===== config.mk =====
export PLATFORM = sky130hd
export DESIGN_NAME = tx_serial_fsm
export DESIGN_NICKNAME = d
export VERILOG_FILES = /design/src/rtl/tx_fsm_pkg.sv /design/src/rtl/tx_serial_fsm_baud.sv /design/src/rtl/tx_serial_fsm.sv
export SDC_FILE = /design/constraint.sdc
export NUM_CORES = 1
export LEC_CHECK = 0
export CAP_MARGIN = 20
export CORE_MARGIN = 2
export CORE_UTILIZATION = 56
export CTS_CLUSTER_DIAMETER = 200
export DETAILED_ROUTE_END_ITERATION = 16
export DONT_BUFFER_PORTS = 1
export GPL_TIMING_DRIVEN = 0
export PLACE_DENSITY = 0.71
export SLEW_MARGIN = 30
export SYNTH_ARGS = -nofsm -noshare
export SYNTH_HDL_FRONTEND = slang
export SYNTH_SLANG_ARGS = --single-unit

===== constraint.sdc =====
create_clock -name clk -period 3 [get_ports clk]
set_input_delay 0.6 -clock clk [delete_from_list [all_inputs] [get_ports clk]]
set_output_delay 0.6 -clock clk [all_outputs]
set_load 0.02 [all_outputs]

===== src/rtl/tx_fsm_pkg.sv =====
// Shared types and constants for the serial transmit framer.
// The parity feature is compiled in with TX_PARITY_EN.
package tx_fsm_pkg;

   localparam int STATE_W   = 3;
   localparam int DATA_BITS = 8;
   localparam int SEL_W     = 3;

   typedef enum logic [STATE_W-1:0] {
      IDLE   = 3'd0,
      START  = 3'd1,
      DATA   = 3'd2,
      PARITY = 3'd3,
      STOP   = 3'd4
   } tx_state_e;

endpackage


===== src/rtl/tx_serial_fsm_baud.sv =====
// Bit-period counter: runs 0..CLKS_PER_BIT-1 and flags the last clock.
// Held at zero while clear is high so each frame starts a fresh period.
module tx_baud_counter #(
   parameter int CLKS_PER_BIT = 16,
   parameter int CNT_W        = 16
) (
   input  logic clk,
   input  logic rst_n,
   input  logic clear,
   output logic bit_end
);

   localparam logic [CNT_W-1:0] LAST = CNT_W'(CLKS_PER_BIT - 1);

   logic [CNT_W-1:0] cnt_q;

   always_ff @(posedge clk or negedge rst_n) begin
      if (!rst_n) begin
         cnt_q <= '0;
      end else if (clear || bit_end) begin
         cnt_q <= '0;
      end else begin
         cnt_q <= cnt_q + CNT_W'(1);
      end
   end

   assign bit_end = (cnt_q == LAST);

endmodule


===== src/rtl/tx_serial_fsm.sv =====
// UART-style framer driving an 8-to-1 bit-select mux and the serial line.
// Define TX_PARITY_EN to insert an even-parity bit before stop.
module tx_serial_fsm
   import tx_fsm_pkg::*;
#(
   parameter int CLKS_PER_BIT = 16,
   parameter int CNT_W        = 16
) (
   input  logic             clk,
   input  logic             rst_n,
   input  logic             start_valid,
   output logic             start_ready,
   input  logic             mux_bit,
   output logic [SEL_W-1:0] bit_sel,
   output logic             tx,
   output logic             busy,
   output logic             done
);

   tx_state_e        state_q;
   logic             tx_q;
   logic [SEL_W-1:0] sel_q;
   logic [2:0]       idx_q;
   logic             bit_end;
`ifdef TX_PARITY_EN
   logic             par_q;
`endif

   tx_baud_counter #(
      .CLKS_PER_BIT (CLKS_PER_BIT),
      .CNT_W        (CNT_W)
   ) u_baud (
      .clk     (clk),
      .rst_n   (rst_n),
      .clear   (state_q == IDLE),
      .bit_end (bit_end)
   );

   always_ff @(posedge clk or negedge rst_n) begin
      if (!rst_n) begin
         state_q <= IDLE;
         tx_q    <= 1'b1;
         sel_q   <= '0;
         idx_q   <= '0;
`ifdef TX_PARITY_EN
         par_q   <= 1'b0;
`endif
      end else begin
         case (state_q)
            IDLE: begin
               tx_q <= 1'b1;
               if (start_valid && start_ready) begin
                  state_q <= START;
                  tx_q    <= 1'b0;
                  sel_q   <= '0;
                  idx_q   <= '0;
`ifdef TX_PARITY_EN
                  par_q   <= 1'b0;
`endif
               end
            end
            START: begin
               if (bit_end) begin
                  state_q <= DATA;
                  tx_q    <= mux_bit;
                  sel_q   <= sel_q + SEL_W'(1);
`ifdef TX_PARITY_EN
                  par_q   <= par_q ^ mux_bit;
`endif
               end
            end
            DATA: begin
               if (bit_end) begin
                  if (idx_q == 3'(DATA_BITS - 1)) begin
`ifdef TX_PARITY_EN
                     state_q <= PARITY;
                     tx_q    <= par_q;
`else
                     state_q <= STOP;
                     tx_q    <= 1'b1;
`endif
                  end else begin
                     // sel_q wraps 7 -> 0 once bit 7 is on the line
                     tx_q  <= mux_bit;
                     sel_q <= sel_q + SEL_W'(1);
                     idx_q <= idx_q + 3'd1;
`ifdef TX_PARITY_EN
                     par_q <= par_q ^ mux_bit;
`endif
                  end
               end
            end
`ifdef TX_PARITY_EN
            PARITY: begin
               if (bit_end) begin
                  state_q <= STOP;
                  tx_q    <= 1'b1;
               end
            end
`endif
            STOP: begin
               if (bit_end) begin
                  state_q <= IDLE;
               end
            end
            default: begin
               state_q <= IDLE;
               tx_q    <= 1'b1;
            end
         endcase
      end
   end

   assign tx          = tx_q;
   assign bit_sel     = sel_q;
   assign start_ready = (state_q == IDLE);
   assign busy        = (state_q != IDLE);
   assign done        = (state_q == STOP) && bit_end;

endmodule


==> run metrics, run 1 <==
Chip Height=53.9 um; worst endpoint required time=2.40 ns; antenna violations before repair=0; Total Routing Usage GR=21.4%; std cell rows=18; # port buffers=0; synth warn=0; synth top area cells=dfrtp_1 45%, xnor2_1 6.3%, nor2_1 3.8%; M1 GR Usage=27.5%; Post-synth EDFFs=0; WL per Instance=14.4 um; Synth Area per Inst=10.0 um2; switching power=0.407 mW; Hold Vio Cnt, Final=0; busiest grt layer=met2; power share of the combinational group=36.2%; setup TNS=0 ns; GPL Wtd Cong=0.762; placed wire-length estimate=1870 um; layout cells sized above 1=11.1%; top-count cell post-synth=dfrtp_1; vias after detailed routing=1019; worst hold-check path type=in2async; Clock Tree Buf Depth=2; CTS tree=built; vias in the first global route=1052; Seq cells post-synth=26; sequential share of power=49.8%; RSZ-0062 raised after global routing=no; setup violators final=0; total wire length=2510 um; I/O Pins=11; Placement Cell Area=0.00143 mm2; Max Clk Rate=0.346 GHz; filler instances=213; critical path arrival=2.29 ns; vias per cell=5.86; Slew @ Worst Pin=0.671 ns; largest net degree at the start of global routing=26; worst vdd ir=0.510 mV; total CTS buffers=3; Yosys cell types=42; Core ar.=0.00241 mm2; critical path peak fanout=7; syn_nets=147; outcome=finished clean; sequential fraction of the synthesis area=46.8%; Post-Synthesis Cells=139; GR Util met2=36.2%; Tmin final=2.89 ns; Yosys top cell area share=44.9%; first-pass GRT wire length=4550 um; Setup crit end kind=primary output; post-route cell area=0.00148 mm2; CTS H-Tree Depth=1; Worst-Skew Late Latency=0.31 ns; Primary FF master, synth=dfrtp_1; Post-Syn Area=0.00139 mm2; Worst Skew=0.00925 ns; Setup CP Type=reg2out; Slew HR=54.6%; clk root buf=clkbuf_4; sw frac=39.0%; setup bufs post-CTS=0; final core occ=61.4%; Synth-to-Final Area Change=6.19%; Leakage=0.611 nW; fraction of registers with async set/reset=100%; Max Cap Viol=0; Clk pwr share=14.0%; Clk pin slew, worst setup/hold paths=0.13 ns; 1st-iter DRT viols=14; nets@finish=153; initial core utilization=57.8%; crit share post-route=96.2%; Die Wd=53.9 um; clock sinks=26; met3 Track Usage GR=3.06%; gr ovfl total=0; Slew Limit Fails=0; die area=0.00290 mm2; Worst setup SP type=flip-flop; most frequent cells after synthesis=25 x dfrtp_1, 14 x nor2_1, 10 x xnor2_1, 8 x a21oi_1; area leader, netlist=dfrtp_1; Post-route DRC=0; P per Cell Area=705 mW/mm2; Final ANT Viol Nets=0; Int Power=0.636 mW; first drt pass iteration count=4; Diodes inserted=0
[final cells by class]
cell class | instances | area (um2) | share of cell area, %
Inverter | 6 | 22.5 | 1.52
Sequential cell | 26 | 652 | 44.0
Multi-Input combinational cell | 102 | 694 | 46.9
Buffer | 5 | 27.5 | 1.86
Clock buffer | 4 | 26.3 | 1.78
Timing Repair Buffer | 1 | 20.0 | 1.35
Tap cell | 30 | 37.5 | 2.54
[registers in the layout (all words and copies together), names as in the netlist]
register      cells
u_baud.cnt_q     16
tx                1
bit_sel           3
idx_q             3
state_q           3
[power groups by stage]
stage               logic (mW)  registers (mW)  clock network, mW
finish                   0.377           0.520              0.146
global route             0.441           0.535              0.166
CTS                      0.382           0.520              0.156
detailed placement       0.370           0.527                  0
global placement         0.359           0.523                  0
floorplan                0.312           0.510                  0
[what timing repair did]
action                                 in CTS  in global routing
gates resized for setup                     0                  1
setup endpoints to repair                   0                  1
endpoints found under the hold margin      25                  0
hold buffers                                1                  0
[cell usage in the layout (no fill, tap or decap), types with 3 or more instances in the layout]
| cell | n |
|---|---|
| or4_4 | 3 |
| ha_1 | 4 |
| or3_1 | 5 |
| nand2_1 | 6 |
| inv_1 | 5 |
| nand2b_1 | 5 |
| a21oi_1 | 8 |
| xnor2_1 | 10 |
| dfrtp_1 | 25 |
| nor3_1 | 5 |
| nor2_1 | 13 |
| nand3_1 | 6 |
| nand4_1 | 5 |
| clkbuf_1 | 4 |
| nor4_1 | 3 |
| clkbuf_4 | 3 |
[metal layers]
metal	vias up	share of wire [%]	routed length [um]
li1	514	-	-
met2	8	50	1260
met5	-	0	0
met4	0	0.76	19
met1	495	47	1180
met3	2	2.1	53
[critical path: stages (launching register included)]
cell and delay, ns:
dfrtp_1 0.45, or4_4 0.59, or4_4 0.55, buf_6 0.15, nor2_2 0.22
[path summary, 6_finish.rpt]
check	slack (ns)	depth (start not counted)	from	to
max	0.11	4	u_baud.cnt_q[13]	done
min in group clk	0.47	2	mux_bit	tx
max reg2reg	0.85	4	u_baud.cnt_q[13]	bit_sel[1]
min	0.08	1	rst_n	u_baud.cnt_q[7]
min reg2reg	0.50	1	u_baud.cnt_q[0]	u_baud.cnt_q[0]
max in group asynchronous	2.77	1	rst_n	u_baud.cnt_q[15]
[cells by family (layout without fill, tap and decap cells)]
family	count (synthesis)	after routing	share of synthesized area, %
adder cells (fa/ha/maj)	4	4	3.59
multiplexers	1	1	0.718
AO/OA/AOI/OAI	26	26	14.0
flip-flops	26	26	46.8
XOR/XNOR	12	12	7.54
AND/OR/NAND/NOR	59	59	23.8
buffers and inverters	11	16	3.59
[per-stage QoR]
step           power [mW]  hold slack [ns]  setup slack [ns]  cells
2_1_floorplan       0.822            0.304             0.454    139
3_3_place_gp        0.883            0.305             0.382    169
3_5_place_dp        0.897            0.305             0.383    169
4_1_cts              1.06           0.0682            0.0127    174
5_1_grt              1.14           0.0640            0.0463    174
6_report             1.04           0.0763             0.113    174
Note: power is estimated with default switching activity, not from simulation.
==> run 2, diff against run 1 <==
--- a/config.mk
+++ b/config.mk
@@ -8,7 +8,6 @@
 export CAP_MARGIN = 20
 export CORE_MARGIN = 2
 export CORE_UTILIZATION = 56
-export CTS_CLUSTER_DIAMETER = 200
 export DETAILED_ROUTE_END_ITERATION = 16
 export DONT_BUFFER_PORTS = 1
 export GPL_TIMING_DRIVEN = 0
@@ -17,3 +16,4 @@
 export SYNTH_ARGS = -nofsm -noshare
 export SYNTH_HDL_FRONTEND = slang
 export SYNTH_SLANG_ARGS = --single-unit
+export TNS_END_PERCENT = 50
==> results of run 2 <==
No change in the layout: final DEF, timing and power equal those of run 1.
